## src/rtl/fetch_prefetch_unit.sv

```systemverilog
`default_nettype none
// ============================================================================
// Module      : fetch_prefetch_unit
// Description : Instruction-fetch front end. Owns the PC and runs a req/ack
//               handshake to a variable-latency instruction memory. Each
//               fetched word is buffered with its PC+4 in a small prefetch
//               FIFO, so memory latency is decoupled from decode stalls.
//               A taken branch or jump redirects the PC and discards both
//               buffered and in-flight instructions.
// Ports       : clk, rst              - clock, synchronous active-high reset
//               pcWrite               - 0 = hazard stall, no new request
//               PcSrc, beqAdr         - taken branch and its target
//               jmp, jmpAdr           - jump and its word index
//               consume               - IF/ID write enable (pops FIFO head)
//               imem_req/addr/ack/data- instruction memory handshake
//               inst_valid, Inst,
//               nextInstAdr           - FIFO head (zeros when empty)
//               flush                 - one-cycle pulse after any redirect
// Revision    : 1.0 - initial release
// ============================================================================
module fetch_prefetch_unit #(
    parameter int          DEPTH    = 4,
    parameter logic [31:0] RESET_PC = 32'h0000_0000
) (
    input  logic        clk,
    input  logic        rst,
    input  logic        pcWrite,
    input  logic        PcSrc,
    input  logic        jmp,
    input  logic [31:0] beqAdr,
    input  logic [25:0] jmpAdr,
    input  logic        consume,
    output logic        imem_req,
    output logic [31:0] imem_addr,
    input  logic        imem_ack,
    input  logic [31:0] imem_data,
    output logic        inst_valid,
    output logic [31:0] Inst,
    output logic [31:0] nextInstAdr,
    output logic        flush
);

    localparam int c_PTR_W = $clog2(DEPTH);
    localparam int c_CNT_W = c_PTR_W + 1;
    // Depth widened by one bit so occupancy-after-push comparisons cannot wrap
    localparam logic [c_CNT_W:0] c_DEPTH_EXT = (c_CNT_W + 1)'(DEPTH);

    localparam logic [1:0] c_IDLE = 2'd0;
    localparam logic [1:0] c_REQ  = 2'd1;
    localparam logic [1:0] c_DROP = 2'd2;

    logic [1:0]         r_state;
    logic [31:0]        r_pc;
    logic [31:0]        r_addr;
    logic               r_req;
    logic               r_flush;
    logic [63:0]        r_mem [DEPTH];
    logic [c_PTR_W-1:0] r_wrPtr;
    logic [c_PTR_W-1:0] r_rdPtr;
    logic [c_CNT_W-1:0] r_count;

    logic               w_redirect;
    logic [31:0]        w_target;
    logic               w_push;
    logic               w_pop;
    logic [31:0]        w_nextAddr;
    logic [c_CNT_W:0]   w_occAfterPush;
    logic               w_spaceIdle;
    logic               w_spaceAfter;

    // Branch has priority over jump when both arrive together
    assign w_redirect = PcSrc | jmp;
    assign w_target   = PcSrc ? beqAdr : {4'b0000, jmpAdr, 2'b00};

    assign inst_valid  = (r_count != '0);
    assign Inst        = inst_valid ? r_mem[r_rdPtr][31:0]  : 32'h0;
    assign nextInstAdr = inst_valid ? r_mem[r_rdPtr][63:32] : 32'h0;
    assign imem_req    = r_req;
    assign imem_addr   = r_addr;
    assign flush       = r_flush;

    // A redirect suppresses both the accepting push and the decoder's pop
    assign w_push     = (r_state == c_REQ) && imem_ack && !w_redirect;
    assign w_pop      = consume && inst_valid && !w_redirect;
    assign w_nextAddr = r_addr + 32'd4;

    // In IDLE nothing is outstanding, so occupancy alone decides
    assign w_spaceIdle = ({1'b0, r_count} < c_DEPTH_EXT) && pcWrite && !w_redirect;

    // Occupancy after this cycle's push and any same-cycle pop; a follow-on
    // request is only allowed if that leaves room for its data
    assign w_occAfterPush = {1'b0, r_count} + (c_CNT_W + 1)'(1) - (c_CNT_W + 1)'(w_pop);
    assign w_spaceAfter   = (w_occAfterPush < c_DEPTH_EXT) && pcWrite;

    // ------------------------------------------------------------------
    // Prefetch FIFO: circular buffer, pointers wrap on power-of-two depth
    // ------------------------------------------------------------------
    always_ff @(posedge clk) begin
        if (rst || w_redirect) begin
            r_wrPtr <= '0;
            r_rdPtr <= '0;
            r_count <= '0;
        end else begin
            if (w_push) begin
                r_wrPtr <= r_wrPtr + c_PTR_W'(1);
            end
            if (w_pop) begin
                r_rdPtr <= r_rdPtr + c_PTR_W'(1);
            end
            r_count <= r_count + c_CNT_W'(w_push) - c_CNT_W'(w_pop);
        end
    end

    // Storage needs no reset; validity is tracked by r_count
    always_ff @(posedge clk) begin
        if (!rst && w_push) begin
            r_mem[r_wrPtr] <= {w_nextAddr, imem_data};
        end
    end

    // ------------------------------------------------------------------
    // Fetch FSM with registered request outputs
    // ------------------------------------------------------------------
    always_ff @(posedge clk) begin
        if (rst) begin
            r_state <= c_IDLE;
            r_pc    <= RESET_PC;
            r_addr  <= 32'h0;
            r_req   <= 1'b0;
            r_flush <= 1'b0;
        end else begin
            r_flush <= w_redirect;
            case (r_state)
                c_IDLE: begin
                    if (w_redirect) begin
                        r_pc <= w_target;
                    end else if (w_spaceIdle) begin
                        r_state <= c_REQ;
                        r_req   <= 1'b1;
                        r_addr  <= r_pc;
                    end
                end
                c_REQ: begin
                    if (imem_ack) begin
                        if (w_redirect) begin
                            // Returning word belongs to the abandoned path
                            r_pc    <= w_target;
                            r_state <= c_IDLE;
                            r_req   <= 1'b0;
                        end else begin
                            r_pc <= w_nextAddr;
                            if (w_spaceAfter) begin
                                // Back-to-back fetch, request stays asserted
                                r_addr <= w_nextAddr;
                            end else begin
                                r_state <= c_IDLE;
                                r_req   <= 1'b0;
                            end
                        end
                    end else if (w_redirect) begin
                        // Memory must still complete the old request
                        r_pc    <= w_target;
                        r_state <= c_DROP;
                    end
                end
                c_DROP: begin
                    if (w_redirect) begin
                        r_pc <= w_target;
                    end
                    if (imem_ack) begin
                        r_state <= c_IDLE;
                        r_req   <= 1'b0;
                    end
                end
                default: begin
                    r_state <= c_IDLE;
                    r_req   <= 1'b0;
                end
            endcase
        end
    end

endmodule
`default_nettype wire

```

## config.mk

```make
export PLATFORM = sky130hd
export DESIGN_NAME = fetch_prefetch_unit
export DESIGN_NICKNAME = d
export VERILOG_FILES = /design/src/rtl/fetch_prefetch_unit.sv
export SDC_FILE = /design/constraint.sdc
export NUM_CORES = 1
export LEC_CHECK = 0
export ABC_AREA = 1
export BUFFER_PORTS_ARGS = -buffer_cell sky130_fd_sc_hd__buf_2
export CORE_UTILIZATION = 55
export DETAILED_ROUTE_END_ITERATION = 6
export PLACE_DENSITY_LB_ADDON = 0.3
export SETUP_SLACK_MARGIN = 0.1
export SYNTH_ARGS = -nofsm -noshare
export SYNTH_HDL_FRONTEND = slang
export SYNTH_SLANG_ARGS = --single-unit
export TNS_END_PERCENT = 5
```

## constraint.sdc

```tcl
create_clock -name clk -period 9.4 [get_ports clk]
set_clock_uncertainty 0.05 [all_clocks]
set_input_delay 1.41 -clock clk [delete_from_list [all_inputs] [get_ports clk]]
set_output_delay 1.41 -clock clk [all_outputs]
set_load 0.01 [all_outputs]
```

# Yosys cells after proc, flatten, opt, wreduce, memory -nomap -nowiden
# Memories as Yosys holds them, arrays and structs flattened. A register that Yosys moved wholly into a read port is not among the register bits.
# Cells that the tools add are included.
# classes
n_lt_le_gt_ge	2
n_reduce_logical	19
bitwise	1
n_addsub	7
n_eq_ne	10
muxes	32
# ops
operator	n
32-bit 2-to-1 mux	11
32-bit case mux with 2 select lines	2
32-bit by 3-bit adder with 32-bit output (second input constant)	1
2-bit 2-to-1 mux	9
2-bit != test (second input constant)	6
5-bit AND reduction	2
1-bit logical AND	8
1-bit 2-to-1 mux	8
3-bit != test (second input constant)	2
2-bit case mux with 3 select lines	1
6-bit AND reduction	1
2-bit by 1-bit adder with 2-bit output (second input constant)	2
3-bit by 1-bit adder with 4-bit output (second input constant)	1
4-bit by 3-bit < comparator with 1-bit output (second input constant)	1
2-bit nonzero test	2
4-bit by 1-bit subtractor with 4-bit output	1
3-bit by 1-bit adder with 3-bit output	1
3-bit < comparator (second input constant)	1
1-bit case mux with 3 select lines	1
3-bit nonzero test	1
3-bit by 1-bit subtractor with 3-bit output	1
2-bit by 1-bit == test with 1-bit output (second input constant)	1
2-bit == test (second input constant)	1
1-bit zero test	2
4 further kinds	4
# word_totals
register_bits	75
n_memories	1
ram_bits	256
# mem_list
name	words	width	rd	rd_ports_with_merged_regs	write_ports	line_no	text
r_mem	4	64	1	1	1	57	logic [63:0] r_mem [DEPTH];

# Logic depth before layout (Yosys ltp)
# Gate-level depths: netlist (run 1).
# logic_depth
word_depth	10
mapped_depth	13
mapped_depth_nobuf	12

# Worst setup path before layout (run 1)
# Ideal clock, no wire load.
# synth_timing
path_kind	input to register
from	in PcSrc
to	mem r_mem[0][0], enable pin
setup_time_ps	486
arrival_ps	4906
cell_stages	7
n_path_buf	2
setup_slack_ps	3958
path_cell_list	buf_2 > nor2_4 > inv_2 > buf_2 > nor2_2 > nand2_1 > nor2_1
# synth_via
elab_chain_cells	6
# synth_lines
element	line_no	text
start, declared	28	input logic PcSrc,
1-bit OR	72	assign w_redirect = PcSrc | jmp;
1-bit zero test	83	assign w_push = (r_state == c_REQ) && imem_ack && !w_redirect;
1-bit logical AND	83	
1-bit logical AND	116	if (!rst && w_push) begin
1-bit 2-to-1 mux	116	
1-bit 2-to-1 mux (implied by the code)	117	r_mem[r_wrPtr] <= {w_nextAddr, imem_data};
end, declared	57	
# Every way passes these cells.

==> results.toml, run 1 <==
[critical_path]
cpLargestDelayFamily = "buffers and inverters"
critPathBufInv = 3
regToRegEndpoint = "r_mem[1][58]"
reg2reg_from = "r_state[0]"
slowest_stage = "inv_2"
max_stage_delay_ns = 0.85
critPathKind = "register to output port"
required_ns = 7.94
end_kind = "output port"
start_kind = "register"
path_cells = "inv_2 -> buf_4 -> o21ai_0 -> a21oi_1 -> buf_2"
r2r_slack_ns = 6.23
cp.arrival_ns = 3.14
worstRegToRegCells = 7
cp_max_fo = 73

[place]
portBuffers = 195
gp_congestion = 0.889
place_hpwl_mm = 22.8

[power]
p_leak_uw = 0.00670
ir_drop_uv = 131
powerDensity_nw_per_um2 = 203
p_total_uw = 3450

[clock_network]
cts_tree = "done"
clk_pin_slew_worst_paths_ns = 0.06
clk_path_buf_depth = 3
cts_setup_buffers = 0
numCtsBuffers = 34
cts_hold_buf = 0
clk-insertion-delay-late_ns = 0.52
root_buffer = "clkbuf_16"
cts.sinks = 333
ctsResizeCount = 0
htree_levels = 2

[status]
violations = "DRC"
status = "finished, violations left"

[die]
initial_core_util_pct = 56.4
dieHeight_um = 166
die_area_sq_um = 27500
coreArea_sq_um = 26200
die_w_um = 166
io_pins = 196
rows = 59

[sta]
timing.final.crit_period_ns = 4.60
setup_tns_ns = 0
worstMarginPinSlew_ns = 1.06
timing.final.crit_share_pct = 49.0
hold_ws_ns = 0.416
rsz0062_at_grt = "no"
maxSlewViolCount = 0
setup_viol = 0
hold_viol_final = 0
max_freq_mhz = 217
slew_headroom_pct = 29.4

[synthesis]
yosys.area_share.simple_pct = 17.8
synth-xor-area-share_pct = 1.11
yosys.area.top_type_share_pct = 52.0
ys.flop_type = "edfxtp_1"
async_flop_share_pct = 0
netlist_top_cells_count = "nor2_1, edfxtp_1, nand2_1"
synth.area.mux_share_pct = 0.135
syn_avg_cell_area_sq_um = 9.54
netlist_area_sq_um = 14800
synth_compound_area_share_pct = 13.0
seq_area_frac_synth_pct = 62.4
synth_edf_count = 256
synthAdderAreaFrac_pct = 0.728
syn_inst = 1549
synth-seq-cells = 333
yosys_warnings = 0
synth_largest_area_cell = "edfxtp_1"
synth.distinct_cells = 47
synth_top_family_by_area = "simple AND/OR/NAND/NOR gates"
syn_nets = 1654
yosys-top-cells-area = "edfxtp_1, dfxtp_1, nor2_1"
synth.most_common_cell = "nor2_1"

[route]
remaining_drc_errors = 14
vias = 11500
drt_iter0_drc = 1383
viasPerCell = 5.58
wl_mm = 36.5
drtPass1Iterations = 7
ant_nets = 0
avgRoutedWirePerCell_um = 17.7

[grt]
grt_overflow = 0
antenna_found_initial = 0
grt_max_degree = 75
grt_usage_pct = 26.2
grt_pass1_wl_mm = 57.3
grt_pass1_vias = 10900

[run]
maxCapViolations = 0

[cells_and_area]
antenna_cells = 0
fillers = 2065
drive_gt1_share_pct = 17.9
area_delta_synth_final_pct = 15.1
final_net_count = 1813

[min_path]
holdPathEnd = "r_pc[1]"
hp-class = "register to register"
hold_depth = 2
worstHoldStart = "r_pc[1]"
[final cells by class]
type                    instances  area [sq um]  area share, %
well taps                     335           419           2.46
clock buffers                  45           923           5.43
flip-flops and latches        333          9230           54.3
repair buffers                206          1060           6.22
clock inverters                14           153          0.897
multi-input cells            1039          4870           28.6
inverters                      94           353           2.07
[report_power, final]
group,switching (uW),leakage (uW),internal [uW]
Clock,558,0.000517,753
Sequential,66.1,0.00296,1670
Combinational,279,0.00322,121
[through the flow]
step / cells / setup WS [ns] / util (%) / instance area (sq um)
final: 2066 / 4.80 / 64.9 / 17000
after detailed placement: 2007 / 4.96 / 60.8 / 15900
after global placement: 2007 / 5.09 / 60.8 / 15900
after floorplan: 1549 / 3.96 / - / 14800
after global routing: 2066 / 4.53 / 64.9 / 17000
after CTS: 2066 / 4.77 / 64.9 / 17000
[sequential cells by signal (all words and copies together) (netlist names), named ones only]
name,cells
r_mem,256
imem_addr,32
r_pc,32
r_count,3
r_rdPtr,2
r_state,2
r_wrPtr,2
flush,1
imem_req,1
[layer usage]
metal | GRT usage (%) | vias to the layer above | share of wire [%]
met1 | 35.8 | 5411 | 43
met3 | 4.22 | 72 | 7.9
met5 | 0 | - | 0
met4 | 9.63 | 0 | 3.1
li1 | - | 5546 | -
met2 | 42.6 | 498 | 46
[placed cells by master (no fill, tap or decap), drive strengths merged]
master    count
clkinvlp      3
inv          94
nor3          7
or2           2
clkinv        9
o21a          1
bufinv        2
edfxtp      256
xor2         13
mux2i         2
dfxtp        77
nor3b         2
a22o          1
clkbuf       45
nand3b        1
nor2        337
a22oi         4
a221oi        1
fa            1
o21ai       196
ha            7
xnor2         4
o21bai        2
o31a          2
o32ai         3
nand3        27
nand2       259
a31oi         4
o22ai         2
nand4         7
o211ai        4
a21oi       146
buf         206
o221ai        2
and2          2
[worst min-delay path: cells and delay by family (launching register included)]
| kind | cells | cell delay (ns) |
|---|---|---|
| and+or+nand+nor | 1 | 0.06 |
| DFF | 1 | 0.31 |
| AOI/OAI and AO/OA | 1 | 0.06 |
[logic make-up after synthesis]
family / count (synthesis)
AO/OA/AOI/OAI: 368
XOR/XNOR: 17
adder cells (fa/ha/maj): 8
buffers and inverters: 177
flip-flops: 333
multiplexers: 2
AND/OR/NAND/NOR: 644
[worst max path at each step]
stage | startpoint | end | slack [ns] | cells past startpoint
2_1_floorplan | PcSrc | r_mem[0][0] | 3.96 | 7
3_3_place_gp | PcSrc | r_mem[1][8] | 5.09 | 7
3_5_place_dp | PcSrc | r_mem[1][8] | 4.96 | 7
4_1_cts | register | Inst[18] | 4.77 | 5
5_1_grt | register | Inst[18] | 4.53 | 5
6_report | register | Inst[18] | 4.80 | 5
Note: power is estimated with default switching activity, not from simulation.
==> run 2: changes to the inputs <==
--- a/config.mk
+++ b/config.mk
@@ -7,7 +7,7 @@
 export LEC_CHECK = 0
 export ABC_AREA = 1
 export BUFFER_PORTS_ARGS = -buffer_cell sky130_fd_sc_hd__buf_2
-export CORE_UTILIZATION = 55
+export CORE_UTILIZATION = 52
 export DETAILED_ROUTE_END_ITERATION = 6
 export PLACE_DENSITY_LB_ADDON = 0.3
 export SETUP_SLACK_MARGIN = 0.1
==> constraint.sdc (replaced) <==
create_clock -name clk -period 4.09 [get_ports clk]
set_clock_uncertainty 0.05 [all_clocks]
set_input_delay 0.6135 -clock clk [delete_from_list [all_inputs] [get_ports clk]]
set_output_delay 0.6135 -clock clk [all_outputs]
set_load 0.01 [all_outputs]
==> results.toml, run 2 (synthesis results as in run 1) <==
[clock_network]
cts.sinks = 333
clk-insertion-delay-late_ns = 0.51
cts_tree = "done"
clk_path_buf_depth = 3
ctsResizeCount = 0
numCtsBuffers = 36
cts_setup_buffers = 0
root_buffer = "clkbuf_16"
htree_levels = 2
cts_hold_buf = 0
clk_pin_slew_worst_paths_ns = 0.06

[cells_and_area]
largest_reg_flops = 256
area_delta_synth_final_pct = 16.1
final_util_pct = 61.6
final_cells = 2116
drive_gt1_share_pct = 17.7
antenna_cells = 0
multi_input_area_sq_um = 4870
fillers = 2338
seqCellArea_sq_um = 9230
final_common_cell = "nor2_1"
regMostFlops = "r_mem"
final_cell_mix = "nor2_1, edfxtp_1, nand2_1"
final_net_count = 1817

[place]
gp_congestion = 0.877
dp.cells = 2052
portBuffers = 195
place_hpwl_mm = 23.0
place_ws_ns = 0.848

[grt]
grt_usage_pct = 25.1
antenna_found_initial = 0
grt_max_degree = 65
grt_pass1_vias = 10900
grt_overflow = 0
grt_pass1_wl_mm = 56.3

[critical_path]
start_kind = "register"
reg2reg_from = "r_state[0]"
path_cells = "inv_2 -> buf_12 -> buf_12 -> o21ai_0 -> a21oi_1 -> buf_2"
cp_max_fo = 57
required_ns = 3.43
regToRegEndpoint = "r_mem[1][60]"
worstRegToRegCells = 7
cp.arrival_ns = 2.56
critPathKind = "register to output port"
r2r_slack_ns = 1.18
slowest_stage = "inv_2"
max_stage_delay_ns = 0.55
critPathMostFrequentCell = "buf_12"
end_kind = "output port"

[run]
maxCapViolations = 0

[sta]
layout_setup_ws_ns = 0.863
rsz0062_at_grt = "no"
timing.final.crit_period_ns = 3.23
timing.final.crit_share_pct = 78.9
setup_tns_ns = 0
maxSlewViolCount = 0
hold_viol_final = 0
slew_headroom_pct = 38.6
max_freq_mhz = 310
setup_viol = 0
worstMarginPinSlew_ns = 0.918

[die]
dieHeight_um = 171
io_pins = 196
die_w_um = 171
coreArea_sq_um = 27900
initial_core_util_pct = 53.1
rows = 61
die_area_sq_um = 29100

[route]
avgRoutedWirePerCell_um = 17.2
drtPass1Iterations = 5
ant_nets = 0
vias = 11600
drt_iter0_drc = 1020
wl_mm = 36.4
remaining_drc_errors = 0
viasPerCell = 5.47

[min_path]
holdPathEnd = "r_mem[3][31]"
hp-class = "input port to register"
worstHoldStart = "imem_data[31]"
hold_depth = 1

[power]
p_leak_uw = 0.00674
p_total_uw = 7870
ir_drop_uv = 246
powerDensity_nw_per_um2 = 458

[status]
status = "finished clean"
## run 2: changes by cell type in the layout (fill, tap and decap cells not counted), sizes merged
cell / previous run / this run
bufinv: 2 / 1
clkinv: 9 / 10
inv: 94 / 95
clkbuf: 45 / 51
buf: 206 / 208
clkinvlp: 3 / 1
## run 2: layout make-up
| cell class | count | area share [%] |
|---|---|---|
| flip-flops and latches | 333 | 53.8 |
| clock inverters | 13 | 0.664 |
| repair buffers | 208 | 6.77 |
| inverters | 94 | 2.06 |
| multi-input cells | 1039 | 28.4 |
| well taps | 378 | 2.76 |
| clock buffers | 51 | 5.58 |
## run 2: worst max path at each step
stage / end / slack (ns) / depth (start not counted) / start
floorplan: r_mem[0][0] / -0.56 / 7 / PcSrc
global placement: r_count[2] / 0.90 / 11 / PcSrc
detailed placement: r_count[2] / 0.85 / 11 / PcSrc
CTS: Inst[15] / 0.84 / 6 / register
global route: Inst[15] / 0.64 / 6 / register
finish: Inst[15] / 0.86 / 6 / register
## run 2: power breakdown
part,switching [uW],internal (uW),leakage [uW]
Combinational,643,279,0.00326
Clock,1240,1710,0.000516
Sequential,158,3840,0.00296
Total,2040,5820,0.00674
## run 2: worst max-delay path: cells and delay by family (launching register included)
family                 cells  cell delay, ns
AOI/OAI and AO/OA          2            0.30
buffers and inverters      4            1.23
DFF                        1            0.49
## run 2: stage by stage
step	hold slack (ns)	cell area, sq um
finish	0.266	17200
global placement	0.400	16100
floorplan	0.386	14800
detailed placement	0.406	16100
global route	0.257	17200
CTS	0.251	17200
## run 2: metal layers
layer | part of all wire [%] | wire, um | GRT usage, % | vias to the layer above
met1 | 43 | 15600 | 33.9 | 5441
met2 | 47 | 17000 | 41.2 | 488
met4 | 2.9 | 1050 | 9.56 | 0
met3 | 7.6 | 2780 | 3.70 | 68
li1 | - | - | - | 5568
met5 | 0 | 0 | 0 | -
==> run 3: changes to the inputs <==
==> constraint.sdc (replaced) <==
create_clock -name clk -period 2.8 [get_ports clk]
set_clock_uncertainty 0.05 [all_clocks]
set_input_delay 0.42 -clock clk [delete_from_list [all_inputs] [get_ports clk]]
set_output_delay 0.42 -clock clk [all_outputs]
set_load 0.01 [all_outputs]
==> results.toml, run 3 (synthesis results as in run 1) <==
[critical_path]
cp.arrival_ns = 2.21
required_ns = 2.33
end_kind = "output port"
start_kind = "register"
cp_max_fo = 16
critPathKind = "register to output port"

[clock_network]
cts.sinks = 333
clk-insertion-delay-late_ns = 0.57
clk_path_buf_depth = 3
clk_pin_slew_worst_paths_ns = 0.06
numCtsBuffers = 31
cts_tree = "done"
htree_levels = 1
root_buffer = "clkbuf_16"

[die]
initial_core_util_pct = 53.1
io_pins = 196
die_area_sq_um = 29100
rows = 61
die_w_um = 171
dieHeight_um = 171
coreArea_sq_um = 27900

[grt]
grt_pass1_wl_mm = 56.4
grt_usage_pct = 25.0
grt_max_degree = 71
antenna_found_initial = 0
grt_pass1_vias = 10700
grt_overflow = 0

[sta]
slew_headroom_pct = 46.0
setup_tns_ns = 0
timing.final.crit_share_pct = 95.6
rsz0062_at_grt = "yes"
worstMarginPinSlew_ns = 0.810
hold_ws_ns = 0.0132
hold_viol_final = 0
layout_setup_ws_ns = 0.124
setup_viol = 0
maxSlewViolCount = 0
max_freq_mhz = 374
timing.final.crit_period_ns = 2.68

[cells_and_area]
multi_input_area_sq_um = 4880
final_cell_mix = "nor2_1, edfxtp_1, nand2_1"
final_net_count = 1831
largest_reg_flops = 256
final_cells = 2129
area_delta_synth_final_pct = 16.8
drive_gt1_share_pct = 18.4
final_common_cell = "nor2_1"
fillers = 2325
seqCellArea_sq_um = 9230
antenna_cells = 0
regMostFlops = "r_mem"

[power]
p_leak_uw = 0.00681
powerDensity_nw_per_um2 = 649
ir_drop_uv = 469

[route]
remaining_drc_errors = 0
avgRoutedWirePerCell_um = 17.2
drtPass1Iterations = 6
wl_mm = 36.7
vias = 11500
ant_nets = 0
drt_iter0_drc = 1128
viasPerCell = 5.42

[place]
portBuffers = 195
place_ws_ns = 0.315
dp.cells = 2066
place_hpwl_mm = 23.7
gp_congestion = 0.901

[run]
maxCapViolations = 0

[status]
status = "finished clean"

[min_path]
hp-class = "input port to register"
## run 3: cell types whose count changed in the layout (fill, tap and decap cells not counted), moves of 3 or more
cell / before / now
buf_4: 6 / 16
clkbuf_16: 36 / 31
clkinv_2: 4 / 7
clkbuf_1: 15 / 6
clkinv_1: 4 / 9
dlygate4sd3_1: 0 / 4
## run 3: timing repair
item / 4_1_cts / 5_1_grt
endpoints found under the setup margin: 13 / 39
resized for setup: 1 / 2
hold endpoints to repair: 16 / 0
hold buffers: 4 / 0
setup buffers: 0 / 1
## run 3: routing by layer
metal / track usage [%] / vias to the layer above / routed length [um]
met5: 0 / - / 0
met4: 9.01 / 0 / 1200
met3: 4.02 / 71 / 2820
met2: 41.3 / 508 / 17300
met1: 33.3 / 5356 / 15300
li1: - / 5600 / -
## run 3: area by class of cell
class | count | area share [%]
Clock buffer | 38 | 4.70
Clock inverter | 20 | 0.906
Inverter | 94 | 2.04
Multi-Input combinational cell | 1039 | 28.3
Sequential cell | 333 | 53.5
Tap cell | 378 | 2.74
Timing Repair Buffer | 227 | 7.84
## run 3: where the power goes
group          internal, uW  switching, uW  leakage (uW)
clock                  2240           1760      0.000476
sequential             5610            214       0.00296
combinational           436            947       0.00337
## run 3: final timing paths
kind                     start         endpoint  slack (ns)  cells past startpoint
setup / recovery    r_count[1]  nextInstAdr[10]        0.12                      6
hold / removal    imem_data[0]      r_mem[2][0]        0.01                      1
setup reg to reg    r_state[0]       r_count[2]        0.42                     11
hold reg to reg       imem_req         imem_req        0.41                      2
## run 3: worst max-delay path, stage by stage, from the launching register on
cell and delay (ns):
dfxtp_1 0.39, inv_1 0.10, nand2_1 0.20, inv_2 0.22, buf_4 0.24, a21oi_1 0.29
buf_2 0.20
## run 3: metrics by stage
stage               total power, uW  cell area (sq um)  utilization (%)
finish                        11200              17300             62.0
global route                  11600              17300             62.0
CTS                           11200              17200             61.9
detailed placement             7260              16200             58.3
global placement               7240              16200             58.3
floorplan                      6730              14800                -
